===== src/rtl/fifo_sched_pkg.sv =====
// ---------------------------------------------------------------------------
// fifo_sched_pkg
//   Shared types and helpers for the FIFO drain scheduler.
//   state_t     : scheduler FSM states (IDLE, SETTLE, SEND)
//   clog2_min1  : $clog2 that never returns 0, used to size index and counter
//                 fields so a degenerate parameter still yields a 1-bit vector
// ---------------------------------------------------------------------------
package fifo_sched_pkg;

  typedef enum logic [1:0] {
    IDLE   = 2'd0,
    SETTLE = 2'd1,
    SEND   = 2'd2
  } state_t;

  function automatic int clog2_min1(input int n);
    return (n <= 2) ? 1 : $clog2(n);
  endfunction

endpackage


===== src/rtl/fifo_drain_sched_rr_pick.sv =====
// ---------------------------------------------------------------------------
// rr_pick
//   Combinational N-way round-robin picker. Searches req starting one slot
//   after 'last' and wrapping modulo N; returns the first set index.
//   req     in  N   request vector
//   last    in  IW  index granted most recently (search starts at last+1)
//   gnt_idx out IW  selected index (0 when nothing is requested)
//   any     out 1   at least one request bit is set
// ---------------------------------------------------------------------------
module rr_pick
  import fifo_sched_pkg::*;
#(
  parameter  int N  = 4,
  localparam int IW = clog2_min1(N)
) (
  input  logic [N-1:0]  req,
  input  logic [IW-1:0] last,
  output logic [IW-1:0] gnt_idx,
  output logic          any
);

  // The first hit wins; later hits are masked by 'any' so the loop stays a
  // simple priority chain rotated by 'last'.
  always_comb begin
    int            pos;
    logic [IW-1:0] cand;
    gnt_idx = '0;
    any     = 1'b0;
    pos     = 0;
    cand    = '0;
    for (int off = 1; off <= N; off++) begin
      pos = int'(last) + off;
      if (pos >= N) begin
        pos = pos - N;
      end
      cand = IW'(pos);
      if (!any && req[cand]) begin
        any     = 1'b1;
        gnt_idx = cand;
      end
    end
  end

endmodule


===== src/rtl/fifo_drain_sched.sv =====
// ---------------------------------------------------------------------------
// fifo_drain_sched
//   Round-robin drain scheduler for N_SRC FIFOs feeding one consumer. A
//   granted FIFO gets HEAD_LAT cycles for its registered head word to settle,
//   the word is captured and popped in the last settle cycle, then presented
//   on a valid/ready output tagged with its source index. At most BURST_MAX
//   consecutive words are taken from one source before re-arbitration.
//
//   i_clk         in   1            clock
//   i_rst_n       in   1            asynchronous active-low reset
//   i_src_en      in   N_SRC        per-source enable mask
//   i_src_empty   in   N_SRC        FIFO empty flags
//   i_src_data    in   N_SRC*WIDTH  FIFO head words, source k at [k*WIDTH +: WIDTH]
//   o_src_rd_incr out  N_SRC        one-hot pop strobe to the FIFOs
//   o_valid       out  1            output word valid
//   i_ready       in   1            downstream accepts the word
//   o_data        out  WIDTH        output word
//   o_src_id      out  IDW          source index of o_data
//   o_busy        out  1            scheduler is not idle
// ---------------------------------------------------------------------------
module fifo_drain_sched
  import fifo_sched_pkg::*;
#(
  parameter  int N_SRC     = 4,
  parameter  int WIDTH     = 16,
  parameter  int HEAD_LAT  = 2,
  parameter  int BURST_MAX = 4,
  localparam int IDW       = clog2_min1(N_SRC)
) (
  input  logic                   i_clk,
  input  logic                   i_rst_n,
  input  logic [N_SRC-1:0]       i_src_en,
  input  logic [N_SRC-1:0]       i_src_empty,
  input  logic [N_SRC*WIDTH-1:0] i_src_data,
  output logic [N_SRC-1:0]       o_src_rd_incr,
  output logic                   o_valid,
  input  logic                   i_ready,
  output logic [WIDTH-1:0]       o_data,
  output logic [IDW-1:0]         o_src_id,
  output logic                   o_busy
);

  localparam int SCW = clog2_min1(HEAD_LAT);
  localparam int BCW = $clog2(BURST_MAX + 1);

  localparam logic [SCW-1:0] SETTLE_INIT = SCW'(HEAD_LAT - 1);
  localparam logic [IDW-1:0] RR_RESET    = IDW'(N_SRC - 1);

  state_t           state_q,      state_d;
  logic [SCW-1:0]   settle_cnt_q, settle_cnt_d;
  logic [IDW-1:0]   grant_q,      grant_d;
  logic [IDW-1:0]   rr_ptr_q,     rr_ptr_d;
  logic [BCW-1:0]   burst_cnt_q,  burst_cnt_d;
  logic             valid_q,      valid_d;
  logic [WIDTH-1:0] data_q,       data_d;
  logic [IDW-1:0]   src_id_q,     src_id_d;

  logic [N_SRC-1:0] req;
  logic [IDW-1:0]   pick_idx;
  logic             pick_any;
  logic             burst_more;
  logic [WIDTH-1:0] src_word [N_SRC];

  // Unpack the flat data bus so the granted head word is a plain array read.
  for (genvar k = 0; k < N_SRC; k++) begin : g_unpack
    assign src_word[k] = i_src_data[k*WIDTH +: WIDTH];
  end

  assign req = i_src_en & ~i_src_empty;

  rr_pick #(
    .N (N_SRC)
  ) u_rr_pick (
    .req     (req),
    .last    (rr_ptr_q),
    .gnt_idx (pick_idx),
    .any     (pick_any)
  );

  // Room for another word in this burst once the current one is accepted.
  assign burst_more = (int'(burst_cnt_q) + 1) < BURST_MAX;

  // State and datapath registers. Reset parks the pointer on the last
  // source so the first search after reset starts at source 0.
  always_ff @(posedge i_clk or negedge i_rst_n) begin
    if (!i_rst_n) begin
      state_q      <= IDLE;
      settle_cnt_q <= '0;
      grant_q      <= '0;
      rr_ptr_q     <= RR_RESET;
      burst_cnt_q  <= '0;
      valid_q      <= 1'b0;
      data_q       <= '0;
      src_id_q     <= '0;
    end else begin
      state_q      <= state_d;
      settle_cnt_q <= settle_cnt_d;
      grant_q      <= grant_d;
      rr_ptr_q     <= rr_ptr_d;
      burst_cnt_q  <= burst_cnt_d;
      valid_q      <= valid_d;
      data_q       <= data_d;
      src_id_q     <= src_id_d;
    end
  end

  // Next-state logic. The empty check at the end of SETTLE guards against a
  // source that drained between grant and pop; the check in SEND already
  // sees the occupancy after the pop because the FIFO flags lag by a cycle.
  always_comb begin
    state_d      = state_q;
    settle_cnt_d = settle_cnt_q;
    grant_d      = grant_q;
    rr_ptr_d     = rr_ptr_q;
    burst_cnt_d  = burst_cnt_q;
    valid_d      = valid_q;
    data_d       = data_q;
    src_id_d     = src_id_q;

    case (state_q)
      IDLE: begin
        if (pick_any) begin
          grant_d      = pick_idx;
          settle_cnt_d = SETTLE_INIT;
          burst_cnt_d  = '0;
          state_d      = SETTLE;
        end
      end

      SETTLE: begin
        if (settle_cnt_q != '0) begin
          settle_cnt_d = settle_cnt_q - SCW'(1);
        end else if (i_src_empty[grant_q]) begin
          rr_ptr_d = grant_q;
          state_d  = IDLE;
        end else begin
          data_d   = src_word[grant_q];
          src_id_d = grant_q;
          valid_d  = 1'b1;
          state_d  = SEND;
        end
      end

      SEND: begin
        if (i_ready) begin
          valid_d     = 1'b0;
          burst_cnt_d = burst_cnt_q + BCW'(1);
          if (burst_more && i_src_en[grant_q] && !i_src_empty[grant_q]) begin
            settle_cnt_d = SETTLE_INIT;
            state_d      = SETTLE;
          end else begin
            rr_ptr_d = grant_q;
            state_d  = IDLE;
          end
        end
      end

      default: begin
        valid_d = 1'b0;
        state_d = IDLE;
      end
    endcase
  end

  // Outputs. The pop strobe is a pure decode so it falls the moment the
  // head is seen empty and can never fire while a word is being presented.
  always_comb begin
    o_src_rd_incr = '0;
    if ((state_q == SETTLE) && (settle_cnt_q == '0) && !i_src_empty[grant_q]) begin
      o_src_rd_incr[grant_q] = 1'b1;
    end
    o_busy = (state_q != IDLE);
  end

  assign o_valid  = valid_q;
  assign o_data   = data_q;
  assign o_src_id = src_id_q;

endmodule


===== config.mk =====
export PLATFORM = sky130hd
export DESIGN_NAME = fifo_drain_sched
export DESIGN_NICKNAME = d
export VERILOG_FILES = /design/src/rtl/fifo_sched_pkg.sv /design/src/rtl/fifo_drain_sched_rr_pick.sv /design/src/rtl/fifo_drain_sched.sv
export SDC_FILE = /design/constraint.sdc
export NUM_CORES = 1
export LEC_CHECK = 0
export ABC_AREA = 0
export BUFFER_PORTS_ARGS = -buffer_cell sky130_fd_sc_hd__buf_2
export CAP_MARGIN = 20
export CORE_ASPECT_RATIO = 1.2
export CORE_UTILIZATION = 45
export DETAILED_ROUTE_END_ITERATION = 6
export PLACE_DENSITY = 0.8
export SYNTH_ARGS = -nofsm -noshare
export SYNTH_HDL_FRONTEND = slang
export SYNTH_SLANG_ARGS = --single-unit
export TNS_END_PERCENT = 20

===== constraint.sdc =====
create_clock -name i_clk -period 2.8 [get_ports i_clk]
set_input_delay 0.7 -clock i_clk [delete_from_list [all_inputs] [get_ports i_clk]]
set_output_delay 0.7 -clock i_clk [all_outputs]
set_load 0.005 [all_outputs]

==> results.json <==
{
  "finalSetupViolations": 0,
  "final_layout_size_suffix_gt1_share_pct": 59.0,
  "cts_tree": "built",
  "io_buffer_count": 98,
  "powerDensity_nw_per_um2": 909,
  "cts_resized": 0,
  "initialDrtViolationCount": 27,
  "cts_max_level": 2,
  "ctsHoldBuffers": 0,
  "start_util_pct": 47.1,
  "ant_nets": 0,
  "antenna_found_initial": 0,
  "avgViaCountPerCell": 5.53,
  "synth-seq-cells": 29,
  "pwr-share-clk_pct": 14.9,
  "synthArstFlopShare_pct": 100,
  "n_antenna_cell": 0,
  "swShare_pct": 35.4,
  "synthFlopType": "dfrtp_1",
  "worst_ep_required_time_ns": 2.10,
  "maxCapViolCount": 0,
  "slew_headroom_pct": 57.4,
  "grt_start_max_net_pins": 30,
  "dp.cells": 303,
  "die_h_um": 72.6,
  "crit_fanout": 5,
  "skew_ns": 0.00707,
  "hold_ws_ns": 0.447,
  "grt_usage_pct": 21.4,
  "hold_violations": 0,
  "yosys_warnings": 0,
  "ys_seq_area_share_pct": 39.0,
  "grt_pass1_vias": 1523,
  "clock.fmax_mhz": 384,
  "reg2reg_depth": 4,
  "power.internal_mw": 1.48,
  "post-route-min-period_ns": 2.61,
  "finalSetupTns_ns": 0,
  "synth_cells": 153,
  "core_um2": 3970,
  "routabilityCongestion": 0.975,
  "status": "finished, final reports clean",
  "min_period_over_period_pct": 93.1,
  "clkLatencyLatePin_ns": 0.27,
  "grt_overflow": 0,
  "root_buffer": "clkbuf_8",
  "finish.utilization_pct": 63.2,
  "vias": 1713,
  "worst_pin_slew_ns": 0.639,
  "dp_hpwl_um": 3650,
  "nets": 332,
  "power.leakage_nw": 1.21,
  "arrival_ns": 1.91,
  "syn_area_per_cell_um2": 12.2,
  "critPathKind": "input pin to primary output",
  "ir_worst_vdd_uv": 453,
  "clk_pin_slew_ns": 0.06,
  "grt_pass1_wl_um": 6840,
  "syn_to_final_growth_pct": 34.4,
  "rsz0062_at_grt": "false",
  "syn-cell-area_um2": 1870,
  "core.rowCount": 25,
  "first_pass_iters": 4,
  "synth_cell_types": 39,
  "cts_buffers": 5,
  "startpoint": "i_src_empty[3]",
  "synthTopCellsByCount": "dfrtp_1 (27), mux4_2 (18), mux2_2 (17)",
  "yosys-top-cells-area": "dfrtp_1 (36%), mux4_2 (22%), mux2_2 (10%)",
  "drv_slew": 0,
  "r2r_start": "grant_q[0]",
  "syn-num-nets": 229,
  "die_area_um2": 4420,
  "power_frac_comb_pct": 51.4,
  "hold_class": "input pin to asynchronous set/reset pin",
  "start_kind": "input pin",
  "cts_sinks": 29,
  "sequentialPowerShare_pct": 33.8,
  "synth_top_area_share_pct": 36.1,
  "power.switching_uw": 809,
  "cp-end-kind": "primary output",
  "remaining_drc_errors": 0,
  "instances_no_fill": 310,
  "ios": 99,
  "routed_wl_um": 4700,
  "yosysTopAreaCell": "dfrtp_1",
  "clockBufferDepth": 2,
  "cts_setup_buffers": 0,
  "die_w_um": 60.8,
  "synth_most_common_cell": "dfrtp_1",
  "wl_per_cell_um": 15.2,
  "synth_edf_count": 0
}
[through the flow]
stage	setup slack [ns]	instance area, µm²	power [mW]
detailed placement	0.171	2430	1.96
finish	0.194	2510	2.28
global route	0.0625	2510	2.45
CTS	0.163	2510	2.30
floorplan	0.286	1870	1.56
global placement	0.170	2430	1.92
[final cells by class]
type / count / area, µm²
repair buffers: 104 / 536
inverters: 6 / 22.5
clock buffers: 7 / 86.3
well taps: 54 / 67.6
fillers: 343 / 1460
multi-input cells: 110 / 1070
flip-flops and latches: 29 / 728
[worst max-delay path, stage by stage]
cell and delay, ns:
buf_2 0.11, mux4_2 0.52, nor3_4 0.21, nand2_1 0.13, nor2_1 0.11, buf_2 0.12
[logic make-up after synthesis]
family          count (synthesis)  share of synthesized area (%)
compound gates                 26                           10.0
simple gates                   47                           14.2
flops                          29                           39.0
buf+inv                        14                           3.68
fa+ha+maj                       1                          0.669
mux                            36                           32.5
[power by group through the flow]
stage | logic [mW] | clock network, mW | registers (mW)
after floorplan | 0.786 | 0 | 0.769
after global placement | 1.15 | 0 | 0.765
after detailed placement | 1.18 | 0 | 0.775
after CTS | 1.19 | 0.348 | 0.768
after global routing | 1.28 | 0.369 | 0.798
final | 1.17 | 0.339 | 0.771
[state kept, by name, summed over array words and instances (netlist names)]
register / count
burst_cnt_q: 3
rr_ptr_q: 2
grant_q: 2
state_q: 2
o_valid: 1
o_src_id: 2
o_data: 16
settle_cnt_q: 1
[path summary, 6_finish.rpt]
check | end | slack, ns
max | o_src_rd_incr[3] | 0.19
min | state_q[0] | 0.45
max reg2reg | rr_ptr_q[0] | 0.84
min reg2reg | burst_cnt_q[2] | 0.49
max in group asynchronous | burst_cnt_q[0] | 1.94
min in group i_clk | burst_cnt_q[2] | 0.49
[per-layer routing]
metal / vias to the layer above / global-route usage (%) / share of wire, %
li1: 791 / - / -
met1: 824 / 23.8 / 40
met2: 94 / 38.5 / 51
met3: 4 / 6.56 / 8.6
met4: 0 / 6.06 / 0.49
met5: - / 0 / 0
[cell usage in the layout, fill, tap and decap left out, types with 2 or more instances in the layout]
master    instances
inv_1             6
clkbuf_8          6
o211ai_1          3
nand2_1          10
nor2b_1           5
dfrtp_1          27
nor2_1            8
nand3_1           3
o21ai_0           6
buf_2            98
nor3b_1           3
o211a_1           2
nand2b_1          8
and3_1            2
buf_4             6
mux4_2           18
mux2_2           17
a21oi_1           5
nand3b_1          2
dfstp_2           2
Power figures use the tool's default switching activity.
